$ cat src/rtl/kgp_wb_pkg.sv
// -----------------------------------------------------------------------------
// kgp_wb_pkg
// Shared types and constants for the KGP-RISC writeback sequencer:
//   - register-file write-select encodings (dst_sel)
//   - result-source encodings (src_sel)
//   - queue entry layout and head FSM state type
//   - small helpers for entry construction and hazard-mask decode
// -----------------------------------------------------------------------------
package kgp_wb_pkg;

  // Register-file write-select encodings (also the wb_writeReg encoding)
  localparam logic [1:0] WB_NONE  = 2'b00;
  localparam logic [1:0] WB_LINK  = 2'b01;
  localparam logic [1:0] WB_RS    = 2'b10;
  localparam logic [1:0] WB_RT    = 2'b11;

  // Result-source encodings; 2'b11 is reserved and behaves like SRC_ALU
  localparam logic [1:0] SRC_ALU  = 2'b00;
  localparam logic [1:0] SRC_MEM  = 2'b01;
  localparam logic [1:0] SRC_LINK = 2'b10;

  localparam logic [4:0] LINK_REG = 5'd31;

  typedef struct packed {
    logic [1:0]  dst_sel;
    logic [4:0]  addr;
    logic [1:0]  src_sel;
    logic [31:0] data;
  } wb_entry_t;

  typedef enum logic [1:0] {
    ST_EMPTY    = 2'b00,
    ST_ISSUE    = 2'b01,
    ST_WAIT_MEM = 2'b10
  } wb_state_e;

  // Resolve the target register and capture the data known at enqueue time.
  // Loads carry zero data; their value is supplied later by memory.
  function automatic wb_entry_t make_entry(input logic [1:0]  dst,
                                           input logic [1:0]  src,
                                           input logic [4:0]  rs,
                                           input logic [4:0]  rt,
                                           input logic [31:0] alu,
                                           input logic [31:0] pc);
    wb_entry_t e;
    e.dst_sel = dst;
    e.src_sel = src;
    case (dst)
      WB_RS:   e.addr = rs;
      WB_RT:   e.addr = rt;
      WB_LINK: e.addr = LINK_REG;
      default: e.addr = 5'd0;
    endcase
    case (src)
      SRC_LINK: e.data = pc + 32'd4;
      SRC_MEM:  e.data = 32'd0;
      default:  e.data = alu;
    endcase
    return e;
  endfunction

  function automatic logic is_load(input logic [1:0] src);
    return (src == SRC_MEM);
  endfunction

  function automatic logic [31:0] reg_onehot(input logic [4:0] a);
    return (32'd1 << a);
  endfunction

endpackage

$ cat src/rtl/wb_queue.sv
// -----------------------------------------------------------------------------
// wb_queue
// In-order FIFO of writeback entries.
//   clk, rst_n       : clock, asynchronous active-low reset (flushes queue)
//   push_i/entry_i   : enqueue one entry (ignored when full)
//   pop_i            : dequeue the head (ignored when empty)
//   full_o, empty_o  : occupancy flags;  count_o : occupancy
//   head_o           : entry at the head
//   next_src_o       : src_sel of the entry behind the head
//   vld_o, addr_o    : per-slot valid bits and target addresses (hazard view)
// -----------------------------------------------------------------------------
module wb_queue
  import kgp_wb_pkg::*;
#(
  parameter int DEPTH = 2
) (
  input  logic                     clk,
  input  logic                     rst_n,
  input  logic                     push_i,
  input  wb_entry_t                push_entry_i,
  input  logic                     pop_i,
  output logic                     full_o,
  output logic                     empty_o,
  output logic [$clog2(DEPTH):0]   count_o,
  output wb_entry_t                head_o,
  output logic [1:0]               next_src_o,
  output logic [DEPTH-1:0]         vld_o,
  output logic [4:0]               addr_o [DEPTH]
);

  localparam int PW = $clog2(DEPTH);
  localparam logic [PW:0] DEPTH_C = (PW+1)'(DEPTH);

  wb_entry_t         mem_q [DEPTH];
  logic [PW-1:0]     rd_q;
  logic [PW-1:0]     wr_q;
  logic [PW:0]       cnt_q;
  logic [DEPTH-1:0]  vld_q;
  logic [DEPTH-1:0]  vld_d;
  logic [PW-1:0]     rd_nxt_s;
  logic              do_push_s;
  logic              do_pop_s;

  assign full_o     = (cnt_q == DEPTH_C);
  assign empty_o    = (cnt_q == (PW+1)'(0));
  assign count_o    = cnt_q;
  assign do_push_s  = push_i && !full_o;
  assign do_pop_s   = pop_i && !empty_o;
  assign rd_nxt_s   = rd_q + PW'(1);
  assign head_o     = mem_q[rd_q];
  assign next_src_o = mem_q[rd_nxt_s].src_sel;
  assign vld_o      = vld_q;

  // Next per-slot valid bits: clear the popped slot, set the pushed slot
  always_comb begin
    vld_d = vld_q;
    if (do_pop_s) begin
      vld_d[rd_q] = 1'b0;
    end else begin
      vld_d = vld_d;
    end
    if (do_push_s) begin
      vld_d[wr_q] = 1'b1;
    end else begin
      vld_d = vld_d;
    end
  end

  // Slot address view for the hazard mask
  always_comb begin
    for (int i = 0; i < DEPTH; i++) begin
      addr_o[i] = mem_q[i].addr;
    end
  end

  // Storage, pointers and occupancy; pointers wrap modulo DEPTH
  always_ff @(posedge clk or negedge rst_n) begin
    if (!rst_n) begin
      for (int i = 0; i < DEPTH; i++) begin
        mem_q[i] <= '0;
      end
      rd_q  <= '0;
      wr_q  <= '0;
      cnt_q <= '0;
      vld_q <= '0;
    end else begin
      if (do_push_s) begin
        mem_q[wr_q] <= push_entry_i;
        wr_q        <= wr_q + PW'(1);
      end
      if (do_pop_s) begin
        rd_q <= rd_nxt_s;
      end
      case ({do_push_s, do_pop_s})
        2'b10:   cnt_q <= cnt_q + (PW+1)'(1);
        2'b01:   cnt_q <= cnt_q - (PW+1)'(1);
        default: cnt_q <= cnt_q;
      endcase
      vld_q <= vld_d;
    end
  end

endmodule

$ cat src/rtl/writeback_sequencer.sv
// -----------------------------------------------------------------------------
// writeback_sequencer
// Buffers completed results and retires them in order to the register file,
// at most one write per cycle. Loads stall at the head until memory returns.
//   clk, rst                : clock, asynchronous active-low reset
//   req_*                   : result offer from execute/memory (valid/ready)
//   mem_rvalid, mem_rdata   : load data return (one-cycle pulse)
//   wb_writeReg/addr/Data   : registered register-file write port
//   pend_mask               : one bit per register targeted by a queued entry
//   err                     : sticky, memory data arrived with no load at head
// -----------------------------------------------------------------------------
module writeback_sequencer
  import kgp_wb_pkg::*;
#(
  parameter int DEPTH = 2
) (
  input  logic        clk,
  input  logic        rst,
  input  logic        req_valid,
  output logic        req_ready,
  input  logic [1:0]  req_dst_sel,
  input  logic [1:0]  req_src_sel,
  input  logic [4:0]  req_rs,
  input  logic [4:0]  req_rt,
  input  logic [31:0] req_alu_result,
  input  logic [31:0] req_pc,
  input  logic        mem_rvalid,
  input  logic [31:0] mem_rdata,
  output logic [1:0]  wb_writeReg,
  output logic [4:0]  wb_addr,
  output logic [31:0] wb_writeData,
  output logic [31:0] pend_mask,
  output logic        err
);

  localparam int PW = $clog2(DEPTH);

  wb_state_e    state_q, state_d;
  logic [1:0]   wb_sel_q, wb_sel_d;
  logic [4:0]   wb_addr_q, wb_addr_d;
  logic [31:0]  wb_data_q, wb_data_d;
  logic         err_q, err_d;

  logic         push_s;
  logic         pop_s;
  wb_entry_t    push_entry_s;
  logic         q_full_s;
  logic         q_empty_s;
  logic [PW:0]  q_count_s;
  wb_entry_t    q_head_s;
  logic [1:0]   q_next_src_s;
  logic [DEPTH-1:0] q_vld_s;
  logic [4:0]   q_addr_s [DEPTH];
  logic [PW:0]  cnt_nxt_s;
  logic [1:0]   nsrc_s;
  logic [31:0]  pend_mask_s;

  // Ready only reflects occupancy, never the same-cycle pop
  assign req_ready    = rst && !q_full_s;
  // dst_sel 00 completes the handshake but is dropped here
  assign push_s       = req_valid && req_ready && (req_dst_sel != WB_NONE);
  assign push_entry_s = make_entry(req_dst_sel, req_src_sel, req_rs, req_rt,
                                   req_alu_result, req_pc);

  wb_queue #(.DEPTH(DEPTH)) u_queue (
    .clk          (clk),
    .rst_n        (rst),
    .push_i       (push_s),
    .push_entry_i (push_entry_s),
    .pop_i        (pop_s),
    .full_o       (q_full_s),
    .empty_o      (q_empty_s),
    .count_o      (q_count_s),
    .head_o       (q_head_s),
    .next_src_o   (q_next_src_s),
    .vld_o        (q_vld_s),
    .addr_o       (q_addr_s)
  );

  // Head FSM outputs: issue the head write, pop, and flag stray load data
  always_comb begin
    wb_sel_d  = WB_NONE;
    wb_addr_d = wb_addr_q;
    wb_data_d = wb_data_q;
    err_d     = err_q;
    pop_s     = 1'b0;
    case (state_q)
      ST_ISSUE: begin
        wb_sel_d  = q_head_s.dst_sel;
        wb_addr_d = q_head_s.addr;
        wb_data_d = q_head_s.data;
        pop_s     = 1'b1;
        err_d     = err_q | mem_rvalid;
      end
      ST_WAIT_MEM: begin
        if (mem_rvalid) begin
          wb_sel_d  = q_head_s.dst_sel;
          wb_addr_d = q_head_s.addr;
          wb_data_d = mem_rdata;
          pop_s     = 1'b1;
        end else begin
          pop_s     = 1'b0;
        end
      end
      ST_EMPTY: begin
        err_d = err_q | mem_rvalid;
      end
      default: begin
        wb_sel_d = WB_NONE;
      end
    endcase
  end

  // Next state follows whichever entry will sit at the head after this edge
  always_comb begin
    case ({push_s, pop_s})
      2'b10:   cnt_nxt_s = q_count_s + (PW+1)'(1);
      2'b01:   cnt_nxt_s = q_count_s - (PW+1)'(1);
      default: cnt_nxt_s = q_count_s;
    endcase
    if (pop_s) begin
      nsrc_s = (q_count_s >= (PW+1)'(2)) ? q_next_src_s : req_src_sel;
    end else begin
      nsrc_s = q_empty_s ? req_src_sel : q_head_s.src_sel;
    end
    if (cnt_nxt_s == (PW+1)'(0)) begin
      state_d = ST_EMPTY;
    end else if (is_load(nsrc_s)) begin
      state_d = ST_WAIT_MEM;
    end else begin
      state_d = ST_ISSUE;
    end
  end

  // Hazard mask: OR of one-hot targets of every occupied slot
  always_comb begin
    pend_mask_s = 32'd0;
    for (int i = 0; i < DEPTH; i++) begin
      pend_mask_s = pend_mask_s | (q_vld_s[i] ? reg_onehot(q_addr_s[i]) : 32'd0);
    end
  end

  // State and registered write-port outputs
  always_ff @(posedge clk or negedge rst) begin
    if (!rst) begin
      state_q   <= ST_EMPTY;
      wb_sel_q  <= WB_NONE;
      wb_addr_q <= 5'd0;
      wb_data_q <= 32'd0;
      err_q     <= 1'b0;
    end else begin
      state_q   <= state_d;
      wb_sel_q  <= wb_sel_d;
      wb_addr_q <= wb_addr_d;
      wb_data_q <= wb_data_d;
      err_q     <= err_d;
    end
  end

  assign wb_writeReg  = wb_sel_q;
  assign wb_addr      = wb_addr_q;
  assign wb_writeData = wb_data_q;
  assign err          = err_q;
  assign pend_mask    = pend_mask_s;

endmodule

$ cat config.mk
export PLATFORM = sky130hd
export DESIGN_NAME = writeback_sequencer
export DESIGN_NICKNAME = d
export VERILOG_FILES = /design/src/rtl/kgp_wb_pkg.sv /design/src/rtl/wb_queue.sv /design/src/rtl/writeback_sequencer.sv
export SDC_FILE = /design/constraint.sdc
export NUM_CORES = 1
export LEC_CHECK = 0
export BUFFER_PORTS_ARGS = -buffer_cell sky130_fd_sc_hd__buf_2
export CAP_MARGIN = 25
export CELL_PAD_IN_SITES_DETAIL_PLACEMENT = 0
export CELL_PAD_IN_SITES_GLOBAL_PLACEMENT = 1
export CORE_MARGIN = 4
export CORE_UTILIZATION = 40
export CTS_CLUSTER_DIAMETER = 150
export DETAILED_ROUTE_END_ITERATION = 12
export PLACE_DENSITY = 0.87
export SYNTH_ARGS = -nofsm -noshare
export SYNTH_HDL_FRONTEND = slang
export SYNTH_SLANG_ARGS = --single-unit
$ cat constraint.sdc
create_clock -name clk -period 2.2 [get_ports clk]
set_clock_uncertainty 0.05 [all_clocks]
set_input_delay 0.44 -clock clk [delete_from_list [all_inputs] [get_ports clk]]
set_output_delay 0.44 -clock clk [all_outputs]
set_load 0.005 [all_outputs]
==> Word level (Yosys, flattened, before mapping) <==
Index checks and enable logic that the tools add are counted.
{ "totals": {"word_cells": 107, "latchBits": 0, "input_bits": 114, "ramBits": 0, "ff_bits": 130, "output_inout_bits": 73, "rom_bits": 0, "n_memories": 0} }
{ "op_classes": {"magnitude_cmp": 9, "addsub": 5, "shift": 2, "n_mux": 34, "bitwise_logic": 8, "n_eq_ne": 14, "multipliers": 0, "n_div": 0, "reduce_logical": 18} }
{ "ops": {"columns": ["operator", "count"], "rows": [
  ["$mux 41", 4],
  ["$pmux 32 s2", 2],
  ["$mux 34", 3],
  ["$mux 32", 3],
  ["$bwmux 82", 1],
  ["$shl 1x5->32 const A", 2],
  ["$demux 41 s1", 1],
  ["$add 32x3->32 const B", 1],
  ["$or 32x32->32", 1],
  ["$mux 2", 8],
  ["$pmux 5 s3", 1],
  ["$eq 2x2->1 const B", 7],
  ["$eq 2x1->1 const B", 6],
  ["$pmux 2 s2", 3],
  ["$pmux 5 s2", 1],
  ["$ge 2x2->1 const B", 4],
  ["$logic_and 1x1->1", 8],
  ["$logic_not 2->1", 3],
  ["$not 1->2", 3],
  ["$reduce_bool 2->1", 3],
  ["$mux 5", 1],
  ["$lt 1x2->1 const B", 2],
  ["$mux 1", 3],
  ["$add 1x1->1 const B", 2],
  ["14 further kinds", 17]
]} }

==> Depth between registers and ports, before layout <==
Gate-level depths: netlist of run 1.
{ "logic_depth": {"word_depth": 10, "mapped_depth": 11, "ltp_nobuf": 10} }

==> Cells and area by module <==
Synthesis of run 1 repeated with hierarchy kept, for this count alone.
{ "unflattened": {"hier_cells": 690, "hier_area_um2": 7393.3} }
{ "modules_own_cells": {"columns": ["module", "instances", "area_per_inst_um2", "seq_area_each_um2", "cells_each"], "rows": [
  ["wb_queue", 1, 3938.8, 2202.1, 256],
  ["writeback_sequencer", 1, 3454.6, 1051.0, 434]
]} }

==> Least setup slack after synthesis of run 1 <==
No wires, ideal clock.
{ "synth_path": {"kind": "input -> register", "from": "in req_pc[7]", "to": "reg u_queue.mem_q[21] in the netlist's numbering", "path_stages": 5, "path_buffers": 0, "required_ns": 2.025, "setup_ns": 0.125, "t_arrival_ns": 1.916, "setup_slack_ns": 0.109, "cell_sequence": "nand4_2 or4_4 o311a_1 a221o_1 mux2_2"} }
{ "synth_via": {"elab_chain_cells": 3} }
{ "synth_lines": {"columns": ["item", "line_no", "source"], "rows": [
  ["from (decl)", "writeback_sequencer.sv:26", "input logic [31:0] req_pc,"],
  ["$add 32x3->32", "kgp_wb_pkg.sv:55", "SRC_LINK: e.data = pc + 32'd4;"],
  ["$pmux 32 s2", "kgp_wb_pkg.sv:54", "case (src)"],
  ["$bwmux 82", "wb_queue.sv:88", "mem_q[wr_q] <= push_entry_i;"],
  ["to (signal, indexed assignment)", "wb_queue.sv:88", null],
  ["to (decl)", "wb_queue.sv:34", "wb_entry_t mem_q [DEPTH];"]
]} }
Every way passes these cells.
A chain may end at the register's enable or synchronous reset.

==> Worst setup path after layout of run 1 <==
{ "layout_path": {"from": "reg u_queue.mem_q (netlist bit u_queue.addr_o[1])", "to": "out pend_mask[2]"} }
{ "layout_via": {"elab_chain_cells": 3} }
{ "layout_lines": {"columns": ["item", "line_no", "source"], "rows": [
  ["$shl 1x5->32", "kgp_wb_pkg.sv:67", "return (32'd1 << a);"],
  ["$mux 32", "writeback_sequencer.sv:139", "pend_mask_s = pend_mask_s | (q_vld_s[i] ? reg_onehot(q_addr_s[i]) : 32'd0);"],
  ["$or 32x32->32", "writeback_sequencer.sv:139", null],
  ["to (decl)", "writeback_sequencer.sv:32", "output logic [31:0] pend_mask,"]
]} }
Every way passes these cells.

==> flow_summary.toml, run 1 <==
[status]
status = "finished, violations left"
violations = "setup timing"

[critical_path]
crit_type = "reg -> out"
worstSetupEndpointType = "primary output"
critPathLaunchType = "flip-flop"
path_max_fanout = 4
cp.required_ns = 1.71
arrival_ns = 1.71

[timing]
fin_crit_ns = 2.20
timing_hold_violations_final = 0
fin_crit_sh_pct = 100
fmax_mhz = 454
worstMarginPinSlew_ns = 0.857
setup_viol = 1
drv_slew = 0
slew_headroom_pct = 42.9
worst_slack_ns = -0.00282
fin_hold_ws_ns = 0.172
grt_setup_unrepaired = "yes"

[clock_tree]
cts_buffers = 17
clock_latency_ns = 0.42
clk_root_buffer_cell = "clkbuf_16"
tritoncts = "yes"
htreeDepth = 4
ctsHoldBuffers = 0
cts.sinks = 130
clock_path_buffers = 2
clkTransAtPathRegs_ns = 0.06

[global_route]
overflow = 0
track_usage_pct = 21.3
antenna_found_initial = 4
grt_pass1_vias = 7123
grt_max_degree = 69
grt_pass1_wl_um = 36700

[placement]
placed_cell_area_um2 = 9010
numPortBuffers = 186
dp.cells = 1255
gp_congestion = 0.911
place_hpwl_um = 16500

[pwr]
max-vdd-ir-drop_uv = 606
leakage_uw = 0.00465
p_per_area_nw_per_um2 = 1280
power_uw = 12800

[layout]
finalNetCount = 1186
seqCellArea_um2 = 3260
final_util_pct = 54.8
fillCellCount = 1625
area_delta_synth_final_pct = 32.9
final_cells = 1309
drive_gt1_share_pct = 31.8
multi_input_area_um2 = 4160
fin_area_um2 = 9980

[floorplanning]
initial_core_util_pct = 41.2
placementRows = 49
dieHeight_um = 145
ios = 187
die_w_um = 145
dieArea_um2 = 21000
core_um2 = 18200

[routing]
firstDrtPassIters = 5
drt_wl_total_um = 23000
drt_iter0_drc = 418
vias = 7295
viasPerCell = 5.57
antenna_left = 0
drc = 0
wl_per_cell_um = 17.5

[synthesis]
ys_warn_count = 0
async_flop_share_pct = 100
synthesis.nets = 969
ys.flop_type = "dfrtp_1"
ys_ff_latch = 130
synth_edf_count = 0
synth.largest_area_cell = "dfrtp_1"
syn_inst = 845
synthMostInstantiatedCell = "nand2_1"
synthTopCellsByCount = "nand2_1 (155), dfrtp_1 (130), o21ai_0 (100)"
synth_seq_area_share_pct = 43.3
ys_top_cells_by_area = "dfrtp_1 (43%), mux2i_1 (10%), nand2_1 (7.7%)"
syn_area_per_cell_um2 = 8.89
synth_top_area_share_pct = 43.3
netlist_area_um2 = 7510
ys_types = 50

[run]
drv_cap = 0

[hold_path]
worst_hold_path_type = "in -> async"
layout make-up:
cell class	count	area share (%)
Multi-Input combinational cell	639	41.7
Sequential cell	130	32.7
Timing Repair Buffer	259	15.7
Clock buffer	19	4.44
Tap cell	229	2.87
Clock inverter	13	1.86
Inverter	15	0.564
Antenna cell	5	0.125
flip-flops by register name, summed over array words and instances, names as in the netlist, 2 cells and up:
signal and flops:
u_queue.mem_q 72, wb_writeData 32, u_queue.addr_o 10, wb_addr 5
state_q 2, u_queue.count_o 2, u_queue.vld_o 2, wb_writeReg 2
stage by stage:
stage,setup WS [ns],TNS (ns)
floorplan,0.109,0
global placement,-0.0709,-0.464
detailed placement,-0.109,-0.968
CTS,-0.0360,-0.185
global route,-0.0566,-0.474
finish,-0.00282,-0.00282
routing by layer:
| layer | vias to the layer above | GRT usage (%) | wire (µm) |
|---|---|---|---|
| met5 | - | 0 | 0 |
| met4 | 0 | 8.22 | 545 |
| met3 | 40 | 4.71 | 1220 |
| met2 | 226 | 34.0 | 11100 |
| met1 | 3516 | 28.4 | 10100 |
| li1 | 3513 | - | - |
power by group:
| part | total, µW | internal (µW) | switching, µW |
|---|---|---|---|
| Combinational | 5390 | 2510 | 2870 |
| Clock | 3020 | 1930 | 1090 |
| Sequential | 4390 | 3530 | 855 |
| Total | 12800 | 7970 | 4820 |
what timing repair did:
item / in CTS / in global routing
endpoints found under the setup margin: 20 / 25
gates resized for setup: 15 / 32
pin swaps: 0 / 4
setup buffers: 4 / 13
worst max-delay path, stage by stage, from the launching register on:
cell	delay, ns
dfrtp_2	0.40
buf_4	0.17
nand2b_4	0.06
or3_1	0.35
o32ai_1	0.14
buf_2	0.17
worst paths after layout:
| path | from | slack (ns) | to | depth (start not counted) |
|---|---|---|---|---|
| max | u_queue.addr_o[1]$_DFFE_PN0P_ | -0.003 | pend_mask[2] | 5 |
| min | rst | 0.17 | wb_writeData[10]$_DFFE_PN0P_ | 2 |
| max reg2reg | u_queue.count_o[0]$_DFFE_PN0P_ | 0.25 | state_q[1]$_DFF_PN0_ | 10 |
| min reg2reg | u_queue.mem_q[80]$_DFFE_PN0P_ | 0.42 | u_queue.mem_q[80]$_DFFE_PN0P_ | 2 |
| max in group asynchronous | rst | 1.28 | u_queue.addr_o[8]$_DFFE_PN0P_ | 2 |
| min in group clk | req_src_sel[1] | 0.25 | u_queue.mem_q[33]$_DFFE_PN0P_ | 3 |
kinds of logic after synthesis:
group | after synthesis | share of synthesized area (%)
fa+ha+maj | 10 | 1.67
compound gates | 235 | 19.7
simple gates | 295 | 18.5
buf+inv | 76 | 3.82
mux | 81 | 10.9
xor+xnor | 18 | 2.10
flops | 130 | 43.3
placed cells by master, fill, tap and decap left out, types with 8 or more instances in the layout:
| master | netlist | routed |
|---|---|---|
| o22ai_1 | 20 | 17 |
| nand2_1 | 155 | 153 |
| nand3_1 | 24 | 20 |
| nor2_1 | 29 | 26 |
| a31oi_1 | 12 | 12 |
| inv_1 | 15 | 14 |
| buf_2 | 1 | 186 |
| nand4_1 | 11 | 11 |
| dfrtp_2 | 0 | 9 |
| mux2i_1 | 75 | 75 |
| nor4_1 | 8 | 8 |
| a21oi_1 | 13 | 13 |
| ha_1 | 10 | 9 |
| nand2b_1 | 24 | 21 |
| o211ai_1 | 36 | 36 |
| dfrtp_1 | 130 | 121 |
| a22oi_1 | 18 | 18 |
| xnor2_1 | 11 | 11 |
| o21ai_0 | 100 | 99 |
| clkbuf_16 | 0 | 17 |
| buf_4 | 0 | 63 |
Note: power is estimated with default switching activity, not from simulation.
==> run 2: changes to the inputs <==
--- a/config.mk
+++ b/config.mk
@@ -10,10 +10,12 @@
 export CELL_PAD_IN_SITES_DETAIL_PLACEMENT = 0
 export CELL_PAD_IN_SITES_GLOBAL_PLACEMENT = 1
 export CORE_MARGIN = 4
-export CORE_UTILIZATION = 40
+export CORE_UTILIZATION = 42
 export CTS_CLUSTER_DIAMETER = 150
 export DETAILED_ROUTE_END_ITERATION = 12
-export PLACE_DENSITY = 0.87
+export PLACE_DENSITY = 0.89
+export SLEW_MARGIN = 20
 export SYNTH_ARGS = -nofsm -noshare
 export SYNTH_HDL_FRONTEND = slang
+export SYNTH_HIERARCHICAL = 1
 export SYNTH_SLANG_ARGS = --single-unit
==> flow_summary.toml, run 2 <==
[status]
status = "finished, violations left"
violations = "setup timing"

[critical_path]
cp_slowest_cell = "dfrtp_2"
slowest_delay_ns = 0.42
r2r-start = "u_queue/count_o[1]$_DFFE_PN0P_"
worstSetupEndpointType = "primary output"
crit_type = "reg -> out"
r2r_cells = 8
arrival_ns = 1.75
regToRegEndpoint = "u_queue/mem_q[64]$_DFFE_PN0P_"
critPathLaunchType = "flip-flop"
endpoint = "pend_mask[16]"
cp_cell_sequence = "or3_4 > or3_1 > o31ai_1 > buf_2"
cp.required_ns = 1.71
path_max_fanout = 3
rrSetupSlack_ns = 0.18
crit_path_start = "u_queue/addr_o[3]$_DFFE_PN0P_"

[synthesis]
yosys.area_share.xor_xnor_pct = 3.91
synth_compound_area_share_pct = 9.41
synth-adder-area-share_pct = 1.35
muxShareOfSynthArea_pct = 24.3
ys.flop_type = "dfrtp_1"
synth.largest_area_cell = "dfrtp_1"
syn_area_per_cell_um2 = 10.7
synth_top_area_share_pct = 44.0
synthMostInstantiatedCell = "dfrtp_1"
synthSimpleGateAreaFrac_pct = 12.5
async_flop_share_pct = 100
synthTopCellsByCount = "dfrtp_1 (130), mux2_2 (127), nand2_1 (82)"
synth_seq_area_share_pct = 44.0
ys_top_cells_by_area = "dfrtp_1 (44%), mux2_2 (19%), mux2i_1 (4.5%)"
synth_edf_count = 0
netlist_area_um2 = 7390
synthesis.nets = 812
ys_warn_count = 6
ys_types = 46
ys_ff_latch = 130
synth_top_family_by_area = "multiplexers"
syn_inst = 690

[routing]
drt_iter0_drc = 292
viasPerCell = 5.24
drc = 0
drt_wl_total_um = 19500
wl_per_cell_um = 17.1
antenna_left = 0
vias = 5974
firstDrtPassIters = 4

[timing]
fin_crit_ns = 2.24
fmax_mhz = 447
worst_slack_ns = -0.0362
timing_hold_violations_final = 0
slew_headroom_pct = 53.5
setup_viol = 2
fin_crit_sh_pct = 102
drv_slew = 0
worstMarginPinSlew_ns = 0.697
grt_setup_unrepaired = "yes"

[global_route]
overflow = 0
grt_max_degree = 131
track_usage_pct = 20.0
antenna_found_initial = 3
grt_pass1_vias = 6270
grt_pass1_wl_um = 31900
use_met2_pct = 33.7
gr-usage-met1_pct = 25.3
top_usage_layer = "met2"
grt_util_met3_pct = 5.02

[clock_tree]
clkTransAtPathRegs_ns = 0.05
cts.sinks = 130
cts_buffers = 17
clock_latency_ns = 0.41
clock_path_buffers = 2
clk_root_buffer_cell = "clkbuf_16"
tritoncts = "yes"
htreeDepth = 4

[layout]
drive_gt1_share_pct = 48.6
final_cells = 1139
num_antenna_cells = 0
area_delta_synth_final_pct = 29.4
regMostFlops = "u_queue/mem_q"
finalNetCount = 1023
final_cell_mix = "buf_2 (185), mux2_2 (127), dfrtp_1 (121)"
largest_reg_flops = 72
final_common_cell = "buf_2"

[pwr]
p_per_area_nw_per_um2 = 1300
leakage_uw = 0.00436
max-vdd-ir-drop_uv = 634
power_uw = 12400

[placement]
gp_congestion = 0.814
pre_cts_ws_ns = -0.0379
place_hpwl_um = 14000
dp.cells = 1097
numPortBuffers = 186

[floorplanning]
dieArea_um2 = 19800
initial_core_util_pct = 42.7
dieHeight_um = 141
ios = 187
core_um2 = 17300
die_w_um = 141
placementRows = 48

[run]
drv_cap = 0

[hold_path]
worst_hold_path_type = "in -> async"
[run 2: timing repair]
| action | 4_1_cts | 5_1_grt |
|---|---|---|
| pin swaps | 3 | 3 |
| hold buffers | 0 | 0 |
| resized for setup | 19 | 20 |
| buffers inserted | 5 | 5 |
| endpoints found under the hold margin | 0 | 0 |
| endpoints found under the setup margin | 20 | 26 |
[run 2: final cells by class]
type | count | area, µm²
clock buffer | 22 | 454
clock inverter | 10 | 134
fill | 1518 | 7730
inverter | 14 | 52.6
multi-input combinational | 499 | 3960
sequential | 130 | 3260
tap | 225 | 282
timing repair buffer | 239 | 1430
[run 2: cells by family (layout without fill, tap and decap cells)]
kind of cell,after synthesis,in the layout
adders and majority gates,8,8
DFF,130,130
buffers and inverters,61,285
and+or+nand+nor,177,177
muxes,163,163
AOI/OAI and AO/OA,118,118
xor gates and xnor gates,33,33
[run 2: critical path, delay by kind of cell, from the launching register on]
family	cells	cell delay [ns]
and+or+nand+nor	2	0.70
DFF	1	0.42
AOI/OAI and AO/OA	1	0.07
buffers and inverters	1	0.15
[run 2: layer usage]
layer | up-vias | routed length (µm)
met2 | 191 | 9560
met1 | 2842 | 8380
met4 | 6 | 344
met3 | 33 | 1180
met5 | - | 31
li1 | 2902 | -
[run 2: worst min-delay path by stage]
stage | from | endpoint | slack (ns) | cells after the start
2_1_floorplan | rst | err$_DFFE_PN0P_ | 0.09 | 0
4_1_cts | rst | wb_writeData[0]$_DFFE_PN0P_ | 0.13 | 2
3_5_place_dp | err$_DFFE_PN0P_ | err$_DFFE_PN0P_ | 0.41 | 1
5_1_grt | rst | wb_writeData[28]$_DFFE_PN0P_ | 0.16 | 2
3_3_place_gp | wb_writeData[11]$_DFFE_PN0P_ | wb_writeData[11]$_DFFE_PN0P_ | 0.41 | 2
6_report | rst | wb_writeData[28]$_DFFE_PN0P_ | 0.1 | 2
[run 2: stage by stage]
stage          TNS (ns)  utilization (%)  hold WS, ns  cell area [µm²]
2_1_floorplan         0                -       0.0944             7390
3_3_place_gp    -0.0855             50.6        0.408             8750
3_5_place_dp     -0.220             50.6        0.408             8750
4_1_cts          -0.119             54.6        0.128             9440
5_1_grt          -0.365             55.3        0.163             9570
6_report        -0.0581             55.3       0.0993             9570
[run 2: power by group]
part,internal (µW),leakage (µW),switching [µW]
Clock,1800,0.000284,996
Sequential,3510,0.00163,720
Combinational,2850,0.00245,2540
==> run 3: changes to the inputs <==
--- a/config.mk
+++ b/config.mk
@@ -5,15 +5,16 @@
 export SDC_FILE = /design/constraint.sdc
 export NUM_CORES = 1
 export LEC_CHECK = 0
+export ABC_AREA = 1
 export BUFFER_PORTS_ARGS = -buffer_cell sky130_fd_sc_hd__buf_2
 export CAP_MARGIN = 25
 export CELL_PAD_IN_SITES_DETAIL_PLACEMENT = 0
 export CELL_PAD_IN_SITES_GLOBAL_PLACEMENT = 1
 export CORE_MARGIN = 4
-export CORE_UTILIZATION = 42
+export CORE_UTILIZATION = 39
 export CTS_CLUSTER_DIAMETER = 150
 export DETAILED_ROUTE_END_ITERATION = 12
-export PLACE_DENSITY = 0.89
+export PLACE_DENSITY = 0.88
 export SLEW_MARGIN = 20
 export SYNTH_ARGS = -nofsm -noshare
 export SYNTH_HDL_FRONTEND = slang
==> flow_summary.toml, run 3 <==
[global_route]
grt_pass1_wl_um = 39500
grt_max_degree = 131
antenna_found_initial = 0
track_usage_pct = 20.6
grt_pass1_vias = 7600
overflow = 0

[clock_tree]
ctsHoldBuffers = 0
clock_latency_ns = 0.42
cts.sinks = 130
clk_root_buffer_cell = "clkbuf_16"
clock_path_buffers = 2
cts_buffers = 17
tritoncts = "yes"
clkTransAtPathRegs_ns = 0.05
htreeDepth = 4

[timing]
fmax_mhz = 458
worstMarginPinSlew_ns = 0.745
slew_headroom_pct = 50.3
timing_hold_violations_final = 0
drv_slew = 0
fin_crit_ns = 2.18
setup_viol = 0
fin_hold_ws_ns = 0.0644
fin_crit_sh_pct = 99.2
fin_tns_setup_ns = 0

[placement]
place_hpwl_um = 17500
placed_cell_area_um2 = 9250
gp_congestion = 0.909
numPortBuffers = 186

[floorplanning]
initial_core_util_pct = 40.1
dieArea_um2 = 23400
dieHeight_um = 153
core_um2 = 20400
placementRows = 52
die_w_um = 153
ios = 187

[synthesis]
synth_edf_count = 0
synthTopCellsByCount = "nand2_1 (462), dfrtp_1 (130), nand4_1 (91)"
synth_top_area_share_pct = 39.7
synth_seq_area_share_pct = 39.7
synthMostInstantiatedCell = "nand2_1"
netlist_area_um2 = 8200
ys_types = 36
synth.largest_area_cell = "dfrtp_1"
syn_inst = 1137
ys_top_cells_by_area = "dfrtp_1 (40%), nand2_1 (21%), nand4_1 (6.9%)"
async_flop_share_pct = 100
ys_warn_count = 6
ys.flop_type = "dfrtp_1"
ys_ff_latch = 130
synthesis.nets = 1259
syn_area_per_cell_um2 = 7.21

[layout]
area_delta_synth_final_pct = 20.4
regMostFlops = "u_queue/mem_q"
finalNetCount = 1411
fillCellCount = 2093
final_cell_mix = "nand2_1 (457), buf_2 (185), dfrtp_1 (124)"
drive_gt1_share_pct = 23.0
final_util_pct = 48.3
num_antenna_cells = 0
fin_area_um2 = 9870
final_common_cell = "nand2_1"
largest_reg_flops = 72

[pwr]
p_per_area_nw_per_um2 = 1310
leakage_uw = 0.00518
max-vdd-ir-drop_uv = 702
power_uw = 12900

[critical_path]
crit_type = "reg -> out"
path_buf_inv = 2
cp_cell_sequence = "buf_4 > nor3_1 > nand2_1 > o22ai_1 > buf_2"
cp_slowest_cell = "dfrtp_2"
slowest_delay_ns = 0.44
cp.required_ns = 1.71
path_max_fanout = 5
critPathLaunchType = "flip-flop"
worstSetupEndpointType = "primary output"
arrival_ns = 1.69
critPathTopFamily = "flip-flops"

[routing]
drc = 0
vias = 8042
drt_iter0_drc = 629
firstDrtPassIters = 5
drt_wl_total_um = 24400
antenna_left = 0
wl_per_cell_um = 15.5
viasPerCell = 5.12

[run]
drv_cap = 0

[status]
status = "complete, no violations"

[hold_path]
worst_hold_path_type = "in -> async"
-- run 3: changes by cell type after synthesis, sizes merged, moves of 35 or more --
cell   before  now
nand2      82  471
mux2      130    5
nor2       12   93
nand4      11   91
inv        14   65
o21ai      62   23
nand3      13   48
-- run 3: metal layers --
metal | routed length (µm) | vias to the layer above | track usage (%)
met5 | 0 | - | 0
met4 | 261 | 0 | 5.26
met3 | 1660 | 23 | 4.10
met2 | 10700 | 305 | 30.7
met1 | 11800 | 3676 | 30.7
li1 | - | 4038 | -
-- run 3: final timing paths --
kind | from | endpoint | slack (ns) | cells past startpoint
min | rst | u_queue/addr_o[2]$_DFFE_PN0P_ | 0.06 | 2
max | u_queue/addr_o[1]$_DFFE_PN0P_ | pend_mask[9] | 0.02 | 5
max reg2reg | state_q[1]$_DFF_PN0_ | state_q[1]$_DFF_PN0_ | 0.20 | 11
max in group asynchronous | rst | u_queue/mem_q[55]$_DFFE_PN0P_ | 1.48 | 2
min in group clk | mem_rvalid | err$_DFFE_PN0P_ | 0.24 | 3
min reg2reg | err$_DFFE_PN0P_ | err$_DFFE_PN0P_ | 0.41 | 2
-- run 3: cell families (layout without fill, tap and decap cells) --
kind of cell	Yosys count	in the layout	share of synthesized area, %
xor gates and xnor gates	3	3	0.321
buffers and inverters	144	309	9.05
DFF	130	130	39.7
muxes	37	37	4.59
AOI/OAI and AO/OA	99	99	6.85
and+or+nand+nor	716	716	38.3
adders and majority gates	8	8	1.22
-- run 3: where the power goes --
group / switching (µW) / leakage [µW] / total (µW) / internal, µW
logic: 3740 / 0.00330 / 5910 / 2170
clock network: 1020 / 0.000260 / 2600 / 1580
registers: 788 / 0.00162 / 4380 / 3590
total: 5550 / 0.00518 / 12900 / 7350
-- run 3: timing repair --
action,in CTS,in global routing
setup endpoints to repair,5,29
pin swaps,0,3
setup buffers,0,2
resized for setup,3,15
-- run 3: area by class of cell --
class	count	area [µm²]	area share (%)
inverter	65	244	2.47
tap	270	338	3.42
clock buffer	24	502	5.08
multi-input combinational	863	4260	43.1
sequential	130	3260	33.0
timing repair buffer	212	1220	12.3
clock inverter	8	52.6	0.533
-- run 3: worst reg2reg max path: stages, from the launching register on --
cell,delay (ns)
dfrtp_1,0.37
inv_1,0.08
ha_1,0.19
inv_1,0.11
nand2_1,0.08
nand2_2,0.10
inv_1,0.10
ha_1,0.31
nor2_1,0.13
xor2_1,0.15
nor2_1,0.07
nor3_1,0.17
-- run 3: metrics by stage --
step	worst slack, ns	instances
5_1_grt	-0.0594	1572
6_report	0.0169	1572
3_5_place_dp	0.139	1538
4_1_cts	0.0166	1570
3_3_place_gp	0.203	1538
2_1_floorplan	0.0129	1137
